--- config.mk ---
export PLATFORM = sky130hd
export DESIGN_NAME = select_sequencer
export DESIGN_NICKNAME = d
export VERILOG_FILES = /design/src/rtl/select_sequencer.sv
export SDC_FILE = /design/constraint.sdc
export NUM_CORES = 1
export LEC_CHECK = 0
export ABC_AREA = 1
export CAP_MARGIN = 40
export CORE_MARGIN = 2
export CORE_UTILIZATION = 50
export DETAILED_ROUTE_END_ITERATION = 12
export PLACE_DENSITY = 0.72
export SLEW_MARGIN = 20
export SYNTH_ARGS = -nofsm -noshare
export SYNTH_HDL_FRONTEND = slang
export SYNTH_SLANG_ARGS = --single-unit
--- constraint.sdc ---
create_clock -name clk -period 1.6 [get_ports clk]
set_clock_uncertainty 0.15 [all_clocks]
set_input_delay 0.32 -clock clk [delete_from_list [all_inputs] [get_ports clk]]
set_output_delay 0.32 -clock clk [all_outputs]
set_load 0.05 [all_outputs]
--- src/rtl/select_sequencer.sv ---
// Steps a registered select index through 0..NUM_STEPS-1, spending DWELL enabled
// cycles on each value, in one-shot hold, wrap or ping-pong order.
module select_sequencer #(
    parameter int SEL_W     = 4,
    parameter int NUM_STEPS = 10,
    parameter int DWELL     = 1562500,
    parameter int CNT_W     = 24
) (
    input  logic             clk,
    input  logic             reset,
    input  logic             start,
    input  logic             enable,
    input  logic [1:0]       mode,
    output logic [SEL_W-1:0] select,
    output logic             step_pulse,
    output logic             busy,
    output logic             done,
    output logic [1:0]       dbg_state
);

    typedef enum logic [1:0] {
        S_IDLE = 2'd0,
        S_RUN  = 2'd1,
        S_DONE = 2'd2
    } state_t;

    localparam logic [1:0]       M_HOLD   = 2'd0;
    localparam logic [1:0]       M_WRAP   = 2'd1;
    localparam logic [1:0]       M_PING   = 2'd2;
    localparam logic [CNT_W-1:0] CNT_LAST = CNT_W'(DWELL - 1);
    localparam logic [SEL_W-1:0] SEL_LAST = SEL_W'(NUM_STEPS - 1);
    localparam logic [SEL_W-1:0] SEL_ONE  = SEL_W'(1);

    state_t           state_q;
    logic [CNT_W-1:0] cnt_q;
    logic [SEL_W-1:0] sel_q;
    logic             dir_up_q;
    logic [1:0]       mode_q;
    logic             pulse_q;
    logic             busy_q;
    logic             done_q;

    logic [SEL_W-1:0] sel_adv;
    logic             dir_adv;
    logic             hold_end;

    // Value select takes at the end of the current dwell, per latched mode.
    always_comb begin
        sel_adv  = sel_q;
        dir_adv  = dir_up_q;
        hold_end = 1'b0;
        case (mode_q)
            M_WRAP: sel_adv = (sel_q == SEL_LAST) ? '0 : sel_q + SEL_ONE;
            M_PING: begin
                if (NUM_STEPS == 1) begin
                    sel_adv = '0;
                end else if (dir_up_q) begin
                    if (sel_q == SEL_LAST) begin
                        sel_adv = sel_q - SEL_ONE;
                        dir_adv = 1'b0;
                    end else begin
                        sel_adv = sel_q + SEL_ONE;
                    end
                end else begin
                    if (sel_q == '0) begin
                        sel_adv = sel_q + SEL_ONE;
                        dir_adv = 1'b1;
                    end else begin
                        sel_adv = sel_q - SEL_ONE;
                    end
                end
            end
            default: begin
                if (sel_q == SEL_LAST) hold_end = 1'b1;
                else                   sel_adv  = sel_q + SEL_ONE;
            end
        endcase
    end

    always_ff @(posedge clk) begin
        if (reset) begin
            state_q  <= S_IDLE;
            cnt_q    <= '0;
            sel_q    <= '0;
            dir_up_q <= 1'b1;
            mode_q   <= M_HOLD;
            pulse_q  <= 1'b0;
            busy_q   <= 1'b0;
            done_q   <= 1'b0;
        end else begin
            pulse_q <= 1'b0;
            if (start) begin
                // Start restarts from any state; mode 11 behaves as hold.
                state_q  <= S_RUN;
                cnt_q    <= '0;
                sel_q    <= '0;
                dir_up_q <= 1'b1;
                mode_q   <= (mode == 2'b11) ? M_HOLD : mode;
                busy_q   <= 1'b1;
                done_q   <= 1'b0;
            end else if (state_q == S_RUN && enable) begin
                if (cnt_q != CNT_LAST) begin
                    cnt_q <= cnt_q + CNT_W'(1);
                end else begin
                    cnt_q <= '0;
                    if (hold_end) begin
                        state_q <= S_DONE;
                        busy_q  <= 1'b0;
                        done_q  <= 1'b1;
                    end else begin
                        sel_q    <= sel_adv;
                        dir_up_q <= dir_adv;
                        pulse_q  <= 1'b1;
                    end
                end
            end
        end
    end

    assign select     = sel_q;
    assign step_pulse = pulse_q;
    assign busy       = busy_q;
    assign done       = done_q;
    assign dbg_state  = state_q;

endmodule
# == Word-level counts from Yosys, hierarchy flattened ==
# Cells that the tools add are included.
# totals
ff_bits,35
inputBits,6
output_inout_bits,9
wordCells,55
# classes
n_addsub,3
n_eq_ne,8
muxes,22
bitwise_logic,3
n_reduce_logical,11
# ops
operator,n
adder 24 x 1 -> 24 bit (second input constant),1
2-to-1 mux 24 bit,1
inequality test 24 x 21 -> 1 bit (second input constant),1
2-to-1 mux 4 bit,5
2-to-1 mux 1 bit,14
one-hot mux 4 bit (2 select lines),1
AND reduction 4 bit,2
AND reduction 3 bit,2
adder 4 x 1 -> 4 bit (second input constant),1
== test 2 x 1 -> 1 bit (second input constant),2
== test 2 bit (second input constant),2
== test 4 bit (second input constant),1
logical NOT 4 bit,1
nonzero test 2 bit,2
OR reduction 2 bit,2
OR reduction 4 bit,1
subtractor 4 x 1 -> 4 bit (second input constant),1
inequality test 3 x 1 -> 1 bit (second input constant),1
NOT 1 bit,3
2-to-1 mux 2 bit,1
inequality test 2 bit (second input constant),1
logical AND 1 bit,1

# == Depth between registers and ports, before layout ==
# Gate-level depths: netlist of run 1.
# depth
depth_word,7
depth_mapped,11
mapped_depth_nobuf,11

# == Least setup slack after synthesis of run 1 ==
# OpenSTA, ideal clock, no wires.
# synth_path
path_kind,flip-flop to flip-flop
from,register state_q[0] (netlist: dbg_state[0])
to,register cnt_q[23]
setup_time_ns,0.114
arrival_ns,1.635
required_ns,1.336
slack_ns,-0.299
path_stages_with_launch,8
n_path_buf,0
synth_period_minus_slack_ns,1.899
path_cell_list,dfxtp_1 nand2_1 nor2_4 nand3b_2 nor2_4 nand3_1 nor2_1 nor2_2
# synth_between
elab_chain_cells,2
# synth_rtl
item,line_no,source
from (decl),34,state_t state_q;
from (signal assigned),82,state_q <= S_IDLE;
from (signal assigned),94,state_q <= S_RUN;
from (signal assigned),107,state_q <= S_DONE;
== test 2 x 1 -> 1 bit,101,end else if (state_q == S_RUN && enable) begin
logical AND 1 bit,101,
to (signal assigned),103,cnt_q <= cnt_q + CNT_W'(1);
to (decl),35,logic [CNT_W-1:0] cnt_q;
# No other way between the ends.
# A chain may end at the register's enable or synchronous reset.

# == Worst setup path in the final report of run 1 ==
# layout_path
from,register sel_q[0] (netlist: select[0])
to,register sel_q[1] (netlist: select[1])
# layout_between
elab_chain_cells,5
word_cells_on_any_way,15
classes_between,add/sub (2); eq/ne (2); mux (8); bitwise (1); reduce/logical (2)
# layout_rtl
item,line_no,source
from (decl),36,logic [SEL_W-1:0] sel_q;
from (signal assigned),111,sel_q <= sel_adv;
branches (longest 5 deep; another with subtractor 4 x 1 -> 4 bit),-,
# Several ways; the timed one is not identified. The select of a mux whose other input is x is not followed.

==> results of run 1 <==
Yosys cell counts, types with 3 or more instances:
master   count  area share (%)
a21oi_1      6             1.4
buf_4        3             1.1
dfxtp_1     34              33
ha_1         6             3.6
inv_1       42             7.6
inv_2        3            0.54
nand2_1     68              12
nand3_1     23             5.6
nand3_2      3             1.4
nand4_1     10             3.0
nor2_1      65              12
nor2_2       3            0.91
nor2_4       4             2.2
nor3_1       9             2.2
o21ai_0      7             1.7
xnor2_1      4             1.7
xor2_1       8             3.4
layer usage:
layer	vias up	global-route usage, %
li1	1112	-
met1	1028	26.8
met2	68	45.3
met3	14	4.93
met4	0	6.25
met5	-	0
power by group through the flow:
stage	Clock, mW	Combinational [mW]	Sequential, mW
2_1_floorplan	0	0.0586	0.879
3_3_place_gp	0	0.125	0.872
3_5_place_dp	0	0.128	0.873
4_1_cts	0.990	0.132	0.854
5_1_grt	1.01	0.160	0.849
6_report	0.978	0.148	0.849
layout make-up:
type	count	area, um2
Timing Repair Buffer	60	589
Clock inverter	2	60.1
Multi-Input combinational cell	229	1370
Fill cell	288	945
Sequential cell	34	714
Inverter	46	175
Tap cell	50	62.6
Clock buffer	6	82.6
metrics by stage:
| stage | power [mW] | cells |
|---|---|---|
| 4_1_cts | 1.98 | 418 |
| 6_report | 1.98 | 427 |
| 3_5_place_dp | 1.00 | 409 |
| 3_3_place_gp | 0.998 | 409 |
| 2_1_floorplan | 0.937 | 313 |
| 5_1_grt | 2.02 | 427 |
flip-flops by register name (all words and copies together) (netlist names):
| name | count |
|---|---|
| cnt_q | 24 |
| select | 4 |
| mode_q | 2 |
| dbg_state | 1 |
| dir_up_q | 1 |
| done | 1 |
| step_pulse | 1 |
worst max-delay path by stage:
stage | endpoint | slack [ns]
after floorplan | select[2]$_SDFFE_PP0P_ | 0.01
after detailed placement | cnt_q[23]$_SDFFE_PP0P_ | -0.40
after CTS | select[1]$_SDFFE_PP0P_ | -0.0005
after global placement | cnt_q[23]$_SDFFE_PP0P_ | -0.38
after global routing | select[1]$_SDFFE_PP0P_ | -0.08
final | select[1]$_SDFFE_PP0P_ | -0.007
worst register-to-register path, cell delays in order, from the launching register on:
cell     delay (ns)
dfxtp_4        0.37
inv_1          0.06
ha_1           0.23
nand3_1        0.11
nand2_2        0.11
o21ai_0        0.29
a21oi_2        0.12
nor2_1         0.10
logic make-up after synthesis:
group | synth area share (%)
xor+xnor | 5.07
fa+ha+maj | 3.62
flops | 32.9
simple gates | 44.2
buf+inv | 10.1
compound gates | 4.17
repair_timing:
item | 4_1_cts | 5_1_grt
resized for setup | 15 | 55
setup endpoints to repair | 20 | 22
pin swaps | 5 | 23
buffers inserted | 1 | 9
==> summary.md, run 1 <==
| Metric | Value |
|---|---|
| Diodes inserted | 0 |
| DP HPWL | 3.90 mm |
| Largest net degree at the start of global routing | 15 |
| Syn nets | 325 |
| First-pass GRT wire length | 8.27 mm |
| CP startpoint | select[0]$_SDFFE_PP0P_ |
| CTS tree | yes |
| Static Leakage | 1.30 nW |
| Worst setup SP type | flip-flop |
| WP depth | 7 |
| GRT Residual Overflow | 0 |
| M1 WL | around 2.4 mm |
| Synthesized flop and latch total | 34 |
| Crit-path slowest cell | dfxtp_4 |
| Hold Violations, Final | 0 |
| Power share of the clock group | 49.5% |
| IO buf count | 14 |
| Sequential area share after synthesis | about a third |
| Initial antenna violation count | 0 |
| Reg clk slew, reported paths | 0.08 ns |
| Slew HR | between 70% and 80% |
| Async set-reset flop share out of synthesis | 0% |
| Worst hold stages | 2 |
| Internal cell power | between 1.5 and 2 mW |
| RR Endpoint | select[1]$_SDFFE_PP0P_ |
| Post-synth EDFFs | 0 |
| Synth unique cells | 28 |
| Hold Path Class | reg -> reg |
| Layout cells sized above 1 | 36.6% |
| Worst Setup Path Type | reg -> reg |
| Final worst setup slack | -0.00658 ns |
| CTS buffer count | 5 |
| Reg-to-reg slack, setup | -0.007 ns |
| Setup violators final | 1 |
| Crit end category | flip-flop |
| DIE AREA | 4680 um2 |
| Commonest non-fill, non-tap cell in the layout | nand2_1 |
| Worst path cell trace | inv_1, ha_1, nand3_1, nand2_2, o21ai_0, a21oi_2, nor2_1 |
| WL met2 | roughly 3.2 mm |
| Overall Global Routing Usage | 23.9% |
| Critical Path AT | 1.67 ns |
| Worst hold slack | 0.351 ns |
| Sw frac | roughly a fifth |
| DP Area | 2610 um2 |
| Worst R2R Path Depth | 7 |
| HP Start | done$_SDFFE_PP0P_ |
| Met3 wire length | slightly below 300 um |
| Kind of cell with the highest combined delay on the critical path | compound AO/OA/AOI/OAI gates |
| Max FO, Critical Path | 4 |
| Syn Inst Count | 313 |
| Max-cap violations | 0 |
| Final period util | 100% |
| Number of global-route vias before repair | approximately 2000 |
| Nets | 388 |
| Top Ports | 15 |
| Hold_buf cts | 0 |
| Failing checks | setup timing |
| Status | finished, violations left |
| Synth warn | 0 |
| Final slew viol count | 0 |
| Peak supply drop | roughly 640 uV |
| Wire per inst | between 10 and 15 um |
| CP peak stage delay | about 0.37 ns |
| Clock latency on the worst-skew pair | 0.29 ns |
| Die Span Y | 68.4 um |
| Max Clock Freq | roughly 0.62 GHz |
| Synthesized cell area | 2070 um2 |
| Root buffer cell | clkbuf_8 |
| Post-place setup slack | -0.397 ns |
| Placer Congestion | 0.853 |
| Setup TNS | -0.00658 ns |
| Post-Syn Area per Cell | 6.62 um2 |
| Drt initial violations | 86 |
| Core area | 4000 um2 |
| Critical path required time | 1.67 ns |
| H-tree Lvls | 2 |
| Drt pass-1 iters | 4 |
| Slew @ Worst Pin | just over 0.3 ns |
| Die width | around 70 um |
| Post-layout util | 76.4% |
| RSZ-0062 raised after global routing | yes |
| Critical path buffers and inverters | 1 |
| Vias per cell | between 5 and 6 |
| Post-synth top flop | dfxtp_1 |
| Most frequent cells in the layout | nand2_1 (57), nor2_1 (53), buf_4 (42), inv_1 (36), nand3_1 (20) |
| Drt total wl | 5.97 mm |
| Final instance area | 3060 um2 |
| Power per cell area | 647 nW/um2 |
| DRC | 0 |
| Max Used Layer | met4 |
| Part of the power in registers | 43.0% |
| Total number of vias | 2222 |
| NetSw | 0.400 mW |
| Antenna Nets Post-Route | 0 |
| Min Tclk post-route | 1.61 ns |
| Row cnt | 23 |
| Starting Density | 51.8% |
| Num Clock Sinks | 34 |
| Hold Path End | done$_SDFFE_PP0P_ |
| R2R Path Start | select[0]$_SDFFE_PP0P_ |
| Synth-to-Final Area Change | 47.5% |
| Combinational share of power | 7.5% |
| Clk buf depth | 2 |
Power figures use the tool's default switching activity.
==> inputs of run 2 (changes only) <==
Settings changed: PLACE_DENSITY 0.72 to 0.73.
==> run 2 against run 1 <==
Against the previous run: the flow now finishes without violations; first-iteration DRC count grew 4.7%; combinational power is essentially flat; register-to-register slack gained 0.03 ns; critical path type unchanged; largest power group is now sequential cells; highest routed layer unchanged.
==> summary.md, run 2 (same netlist as run 1, synthesis figures left out) <==
| Metric | Value |
|---|---|
| Drt initial violations | 90 (was 86) |
| Max-cap violations | 0 (unchanged) |
| Clock latency on the worst-skew pair | 0.29 ns (about the same) |
| Die width | 68.4 um (unchanged) |
| Worst setup SP type | flip-flop (unchanged) |
| Critical Path AT | 1.61 ns (was 1.67 ns) |
| Largest register FFs | 24 (unchanged) |
| Hold_buf cts | 0 (unchanged) |
| Overall Global Routing Usage | 23.3% (was 23.9%) |
| Most frequent cells in the layout | nand2_1 (57), nor2_1 (53), buf_4 (41), inv_1 (38), dfxtp_1 (20) (was nand2_1 (57), nor2_1 (53), buf_4 (42), inv_1 (36), nand3_1 (20)) |
| Starting Density | 51.8% (unchanged) |
| Worst Setup Path Type | reg -> reg (unchanged) |
| DIE AREA | 4680 um2 (unchanged) |
| Die Span Y | 68.4 um (unchanged) |
| Clk buf depth | 2 (unchanged) |
| H-tree Lvls | 2 (unchanged) |
| Drt total wl | 5.35 mm (was 5.97 mm) |
| CTS tree | yes (unchanged) |
| Most flop-heavy register | cnt_q (unchanged) |
| Hold Violations, Final | 0 (unchanged) |
| Setup violators final | 0 (was 1) |
| Final period util | 98.6% (was 100%) |
| Drt pass-1 iters | 4 (unchanged) |
| Reg-to-reg slack, setup | 0.02 ns (was -0.007 ns) |
| Initial antenna violation count | 0 (unchanged) |
| DP HPWL | 3.78 mm (was 3.90 mm) |
| Num Clock Sinks | 34 (unchanged) |
| Min Tclk post-route | 1.58 ns (was 1.61 ns) |
| Max FO, Critical Path | 6 (was 4) |
| HP Start | done$_SDFFE_PP0P_ (unchanged) |
| CP startpoint | cnt_q[0]$_SDFFE_PP0P_ (was select[0]$_SDFFE_PP0P_) |
| RSZ-0062 raised after global routing | yes (unchanged) |
| Power share of the clock group | 39.1% (was 49.5%) |
| Placed cell count | 409 (unchanged) |
| Static Leakage | 1.25 nW (was 1.30 nW) |
| Largest net degree at the start of global routing | 15 (unchanged) |
| R2R Path Start | cnt_q[0]$_SDFFE_PP0P_ (was select[0]$_SDFFE_PP0P_) |
| DP Area | 2610 um2 (unchanged) |
| Peak supply drop | 514 uV (was 640 uV) |
| Setup TNS | 0 ns (was -0.00658 ns) |
| NetSw | 0.378 mW (was 0.400 mW) |
| Antenna Nets Post-Route | 0 (unchanged) |
| Sw frac | 23.0% (was 20.3%) |
| IO buf count | 14 (unchanged) |
| Status | finished clean (was finished, violations left) |
| Total number of vias | 2146 (was 2222) |
| Wire per inst | 12.6 um (was 14.0 um) |
| Slew HR | 82.3% (was 79.5%) |
| Reg clk slew, reported paths | 0.07 ns (was 0.08 ns) |
| Diodes inserted | 0 (unchanged) |
| Worst hold slack | 0.349 ns (was 0.351 ns) |
| Nets | 386 (was 388) |
| Max Clock Freq | 0.634 GHz (was 0.622 GHz) |
| Layout cells sized above 1 | 35.2% (was 36.6%) |
| Post-place setup slack | -0.399 ns (was -0.397 ns) |
| Row cnt | 23 (unchanged) |
| First-pass GRT wire length | 8.06 mm (was 8.27 mm) |
| GRT Residual Overflow | 0 (unchanged) |
| Part of the power in registers | 51.8% (was 43.0%) |
| Placer Congestion | 0.882 (was 0.853) |
| CTS buffer count | 5 (unchanged) |
| Core area | 4000 um2 (unchanged) |
| Internal cell power | 1.27 mW (was 1.57 mW) |
| Final worst setup slack | 0.0227 ns (was -0.00658 ns) |
| Combinational share of power | 9.1% (was 7.5%) |
| Final instance area | 2990 um2 (was 3060 um2) |
| Final slew viol count | 0 (unchanged) |
| Synth-to-Final Area Change | 44.2% (was 47.5%) |
| Root buffer cell | clkbuf_8 (unchanged) |
| Power per cell area | 550 nW/um2 (was 647 nW/um2) |
| DRC | 0 (unchanged) |
| Number of global-route vias before repair | 1959 (was 1955) |
| Final std cells w/o fill | 425 (was 427) |
| Vias per cell | 5.05 (was 5.20) |
| Crit end category | flip-flop (unchanged) |
| Hold Path Class | reg -> reg (unchanged) |
| Critical path required time | 1.63 ns (was 1.67 ns) |
| Commonest non-fill, non-tap cell in the layout | nand2_1 (unchanged) |
| Slew @ Worst Pin | 0.265 ns (was 0.304 ns) |
| Top Ports | 15 (unchanged) |
| Fillers | 315 (was 288) |
-- run 2: worst max-delay path, cell delays in order (launching register included) --
cell	delay (ns)
dfxtp_4	0.37
ha_4	0.16
nand3_2	0.10
nor3_4	0.25
nand2_2	0.13
nand2_8	0.12
buf_6	0.13
nor3b_1	0.05
-- run 2: stage by stage --
| step | utilization [%] | power (mW) |
|---|---|---|
| 2_1_floorplan | - | 0.937 |
| 3_3_place_gp | 65.3 | 0.996 |
| 3_5_place_dp | 65.3 | 0.998 |
| 4_1_cts | 69.1 | 1.65 |
| 5_1_grt | 74.7 | 1.71 |
| 6_report | 74.7 | 1.64 |
-- run 2: what timing repair did --
action / 4_1_cts / 5_1_grt
resized for setup: 16 / 52
pin swaps: 6 / 26
setup endpoints to repair: 20 / 20
setup buffers: 1 / 7
-- run 2: final timing paths --
kind	endpoint	cells past startpoint
worst max-delay path	cnt_q[7]$_SDFFE_PP0P_	7
worst min-delay path	done$_SDFFE_PP0P_	2
worst max register to register	cnt_q[7]$_SDFFE_PP0P_	7
worst min register to register	done$_SDFFE_PP0P_	2
-- run 2: layout make-up --
| class | instances | area [um2] | share of cell area [%] |
|---|---|---|---|
| inverter | 46 | 178 | 5.95 |
| sequential | 34 | 711 | 23.8 |
| timing repair buffer | 58 | 571 | 19.1 |
| multi-input combinational | 229 | 1380 | 46.1 |
| clock buffer | 8 | 90.1 | 3.02 |
| tap | 50 | 62.6 | 2.09 |
-- run 2: power by group through the flow --
| stage | Clock (mW) | Sequential [mW] | Combinational [mW] |
|---|---|---|---|
| 3_5_place_dp | 0 | 0.873 | 0.125 |
| 3_3_place_gp | 0 | 0.872 | 0.124 |
| 5_1_grt | 0.699 | 0.852 | 0.161 |
| 6_report | 0.643 | 0.852 | 0.150 |
| 2_1_floorplan | 0 | 0.879 | 0.0586 |
| 4_1_cts | 0.669 | 0.855 | 0.131 |
-- run 2: per-layer routing --
layer	track usage, %	share of wire [%]	vias to the layer above	wire (um)
li1	-	-	1109	-
met1	26.6	43	978	2310
met2	42.2	51	49	2710
met3	4.93	4.1	10	219
met4	9.00	2.0	0	108
met5	0	0	-	0
==> inputs of run 3 (changes only) <==
Clock period 1.6 ns to 1.4 ns, I/O delays scaled along.
==> run 3 against run 2 <==
Against the previous run: the run now ends with setup timing left; sequential share of layout area decreased by 3.6 points; core utilization increased by 15 points; combinational power increased by 50%; maximum frequency decreased by 15%; die area unchanged; critical endpoint is now select[3]$_SDFFE_PP0P_; largest cell class unchanged; highest routed layer unchanged.
==> summary.md, run 3 (same netlist as run 1, synthesis figures left out) <==
| Metric | Value |
|---|---|
| Status | finished, violations left (was finished clean) |
| Failing checks | setup timing |
| Starting Density | 51.8% (unchanged) |
| Initial antenna violation count | 0 (unchanged) |
| Static Leakage | 1.55 nW (was 1.25 nW) |
| Wire per inst | 21.5 um (was 12.6 um) |
| WP depth | 9 (was 7) |
| Drt total wl | 10.0 mm (was 5.35 mm) |
| Overall Global Routing Usage | 29.1% (was 23.3%) |
| Max Clock Freq | 0.536 GHz (was 0.634 GHz) |
| Placer Congestion | 0.900 (was 0.882) |
| Row cnt | 23 (unchanged) |
| Post-place setup slack | -0.649 ns (was -0.399 ns) |
| Nets | 427 (was 386) |
| Final slew viol count | 0 (unchanged) |
| Fillers | 148 (was 315) |
| Hold_buf cts | 0 (unchanged) |
| Top Ports | 15 (unchanged) |
| Drt pass-1 iters | 7 (was 4) |
| CTS buffer count | 5 (unchanged) |
| Placed cell count | 443 (was 409) |
| Largest net degree at the start of global routing | 11 (was 15) |
| Vias per cell | 6.29 (was 5.05) |
| First-pass GRT wire length | 10.1 mm (was 8.06 mm) |
| Hold Violations, Final | 0 (unchanged) |
| Total number of vias | 2932 (was 2146) |
| Diodes inserted | 0 (unchanged) |
| Critical path required time | 1.48 ns (was 1.63 ns) |
| Worst Setup Path Type | reg -> reg (unchanged) |
| Critical path buffers and inverters | 1 (unchanged) |
| Most frequent cells in the layout | buf_4 (69), nand2_1 (45), nor2_1 (43), inv_1 (36), nand2_2 (21) (was nand2_1 (57), nor2_1 (53), buf_4 (41), inv_1 (38), dfxtp_1 (20)) |
| Largest register FFs | 24 (unchanged) |
| Core area | 4000 um2 (unchanged) |
| Synth-to-Final Area Change | 72.6% (was 44.2%) |
| Clk buf depth | 2 (unchanged) |
| Worst path cell trace | nand2_2, nor2_1, nand2_1, nor2_4, buf_6, nand3_4, nand2_2, nand2_1, nor2_1 (was ha_4, nand3_2, nor3_4, nand2_2, nand2_8, buf_6, nor3b_1) |
| Die width | 68.4 um (unchanged) |
| Layout cells sized above 1 | 51.7% (was 35.2%) |
| DP HPWL | 4.31 mm (was 3.78 mm) |
| Num Clock Sinks | 34 (unchanged) |
| Number of global-route vias before repair | 2267 (was 1959) |
| Slew HR | 74.3% (was 82.3%) |
| Worst setup SP type | flip-flop (unchanged) |
| RR Endpoint | select[3]$_SDFFE_PP0P_ (was cnt_q[7]$_SDFFE_PP0P_) |
| Slew @ Worst Pin | 0.383 ns (was 0.265 ns) |
| R2R Path Start | cnt_q[7]$_SDFFE_PP0P_ (was cnt_q[0]$_SDFFE_PP0P_) |
| Min Tclk post-route | 1.87 ns (was 1.58 ns) |
| CTS tree | yes (unchanged) |
| Tot Pwr | 1.99 mW (was 1.64 mW) |
| RSZ-0062 raised after global routing | yes (unchanged) |
| Worst hold slack | 0.404 ns (was 0.349 ns) |
| Crit-path slowest cell | dfxtp_2 (was dfxtp_4) |
| Final worst setup slack | -0.466 ns (was 0.0227 ns) |
| Setup violators final | 33 (was 0) |
| Antenna Nets Post-Route | 0 (unchanged) |
| Crit path to | select[3]$_SDFFE_PP0P_ (was cnt_q[7]$_SDFFE_PP0P_) |
| Reg-to-reg slack, setup | -0.47 ns (was 0.02 ns) |
| Final std cells w/o fill | 466 (was 425) |
| Commonest non-fill, non-tap cell in the layout | buf_4 (was nand2_1) |
| Drt initial violations | 444 (was 90) |
| Die Span Y | 68.4 um (unchanged) |
| Final period util | 133% (was 98.6%) |
| GRT Residual Overflow | 0 (unchanged) |
| Max FO, Critical Path | 5 (was 6) |
| DIE AREA | 4680 um2 (unchanged) |
| Clock latency on the worst-skew pair | 0.31 ns (was 0.29 ns) |
| Peak supply drop | 561 uV (was 514 uV) |
| Root buffer cell | clkbuf_8 (unchanged) |
| CP startpoint | cnt_q[7]$_SDFFE_PP0P_ (was cnt_q[0]$_SDFFE_PP0P_) |
| Most flop-heavy register | cnt_q (unchanged) |
| Power per cell area | 557 nW/um2 (was 550 nW/um2) |
| IO buf count | 14 (unchanged) |
| Crit end category | flip-flop (unchanged) |
| CP peak stage delay | 0.38 ns (was 0.37 ns) |
| DRC | 0 (unchanged) |
| Worst R2R Path Depth | 9 (was 7) |
| Hold Path Class | reg -> reg (unchanged) |
| Reg clk slew, reported paths | 0.07 ns (about the same) |
| H-tree Lvls | 2 (unchanged) |
| Kind of cell with the highest combined delay on the critical path | simple AND/OR/NAND/NOR gates (unchanged) |
| Max-cap violations | 0 (unchanged) |
| Critical Path AT | 1.95 ns (was 1.61 ns) |
| Post-layout util | 89.4% (was 74.7%) |
[run 3: routing by layer]
metal	vias to the layer above	GRT usage [%]	wire length, um
li1	1191	-	-
met4	0	12.3	1040
met1	1314	34.5	3330
met5	-	0	0
met2	293	50.6	4540
met3	134	6.25	1120
[run 3: worst min path at each step]
stage	depth (start not counted)	slack, ns	startpoint	endpoint
floorplan	1	0.19	reset	dbg_state[0]$_SDFFE_PP0P_
global placement	2	0.35	dir_up_q$_SDFFE_PP1P_	dir_up_q$_SDFFE_PP1P_
detailed placement	2	0.35	dir_up_q$_SDFFE_PP1P_	dir_up_q$_SDFFE_PP1P_
CTS	2	0.36	dir_up_q$_SDFFE_PP1P_	dir_up_q$_SDFFE_PP1P_
global route	2	0.43	dir_up_q$_SDFFE_PP1P_	dir_up_q$_SDFFE_PP1P_
finish	2	0.40	dir_up_q$_SDFFE_PP1P_	dir_up_q$_SDFFE_PP1P_
[run 3: stage by stage]
step | setup TNS, ns | area (um2)
3_5_place_dp | -17.26 | 3010
4_1_cts | -3.87 | 3290
5_1_grt | -13.30 | 3580
6_report | -11.19 | 3580
2_1_floorplan | -2.29 | 2210
3_3_place_gp | -15.35 | 3010
[run 3: where the power goes]
part           leakage [nW]  switching (mW)  total [mW]  internal, mW
logic                  1.22           0.126       0.225        0.0995
clock network        0.0482           0.403       0.800         0.397
registers             0.284         0.00924       0.967         0.958
total                  1.55           0.538        1.99          1.45
[run 3: timing repair]
action                                  in CTS  in global routing
endpoints found under the setup margin      34                 33
buffers inserted                             9                  7
pin swaps                                   17                 39
resized for setup                           36                 73
gates cloned                                 0                  1
[run 3: layout make-up]
cell class / instances / area (um2) / area share, %
clock buffer: 7 / 86.3 / 2.41
clock inverter: 1 / 5.00 / 0.140
inverter: 46 / 185 / 5.18
multi-input combinational: 230 / 1590 / 44.5
sequential: 34 / 721 / 20.2
tap: 50 / 62.6 / 1.75
timing repair buffer: 98 / 925 / 25.9
[run 3: worst reg2reg max path, cell delays in order (launching register included)]
cell	delay, ns
dfxtp_2	0.38
nand2_2	0.09
nor2_1	0.17
nand2_1	0.20
nor2_4	0.26
buf_6	0.14
nand3_4	0.12
nand2_2	0.09
nand2_1	0.08
nor2_1	0.12
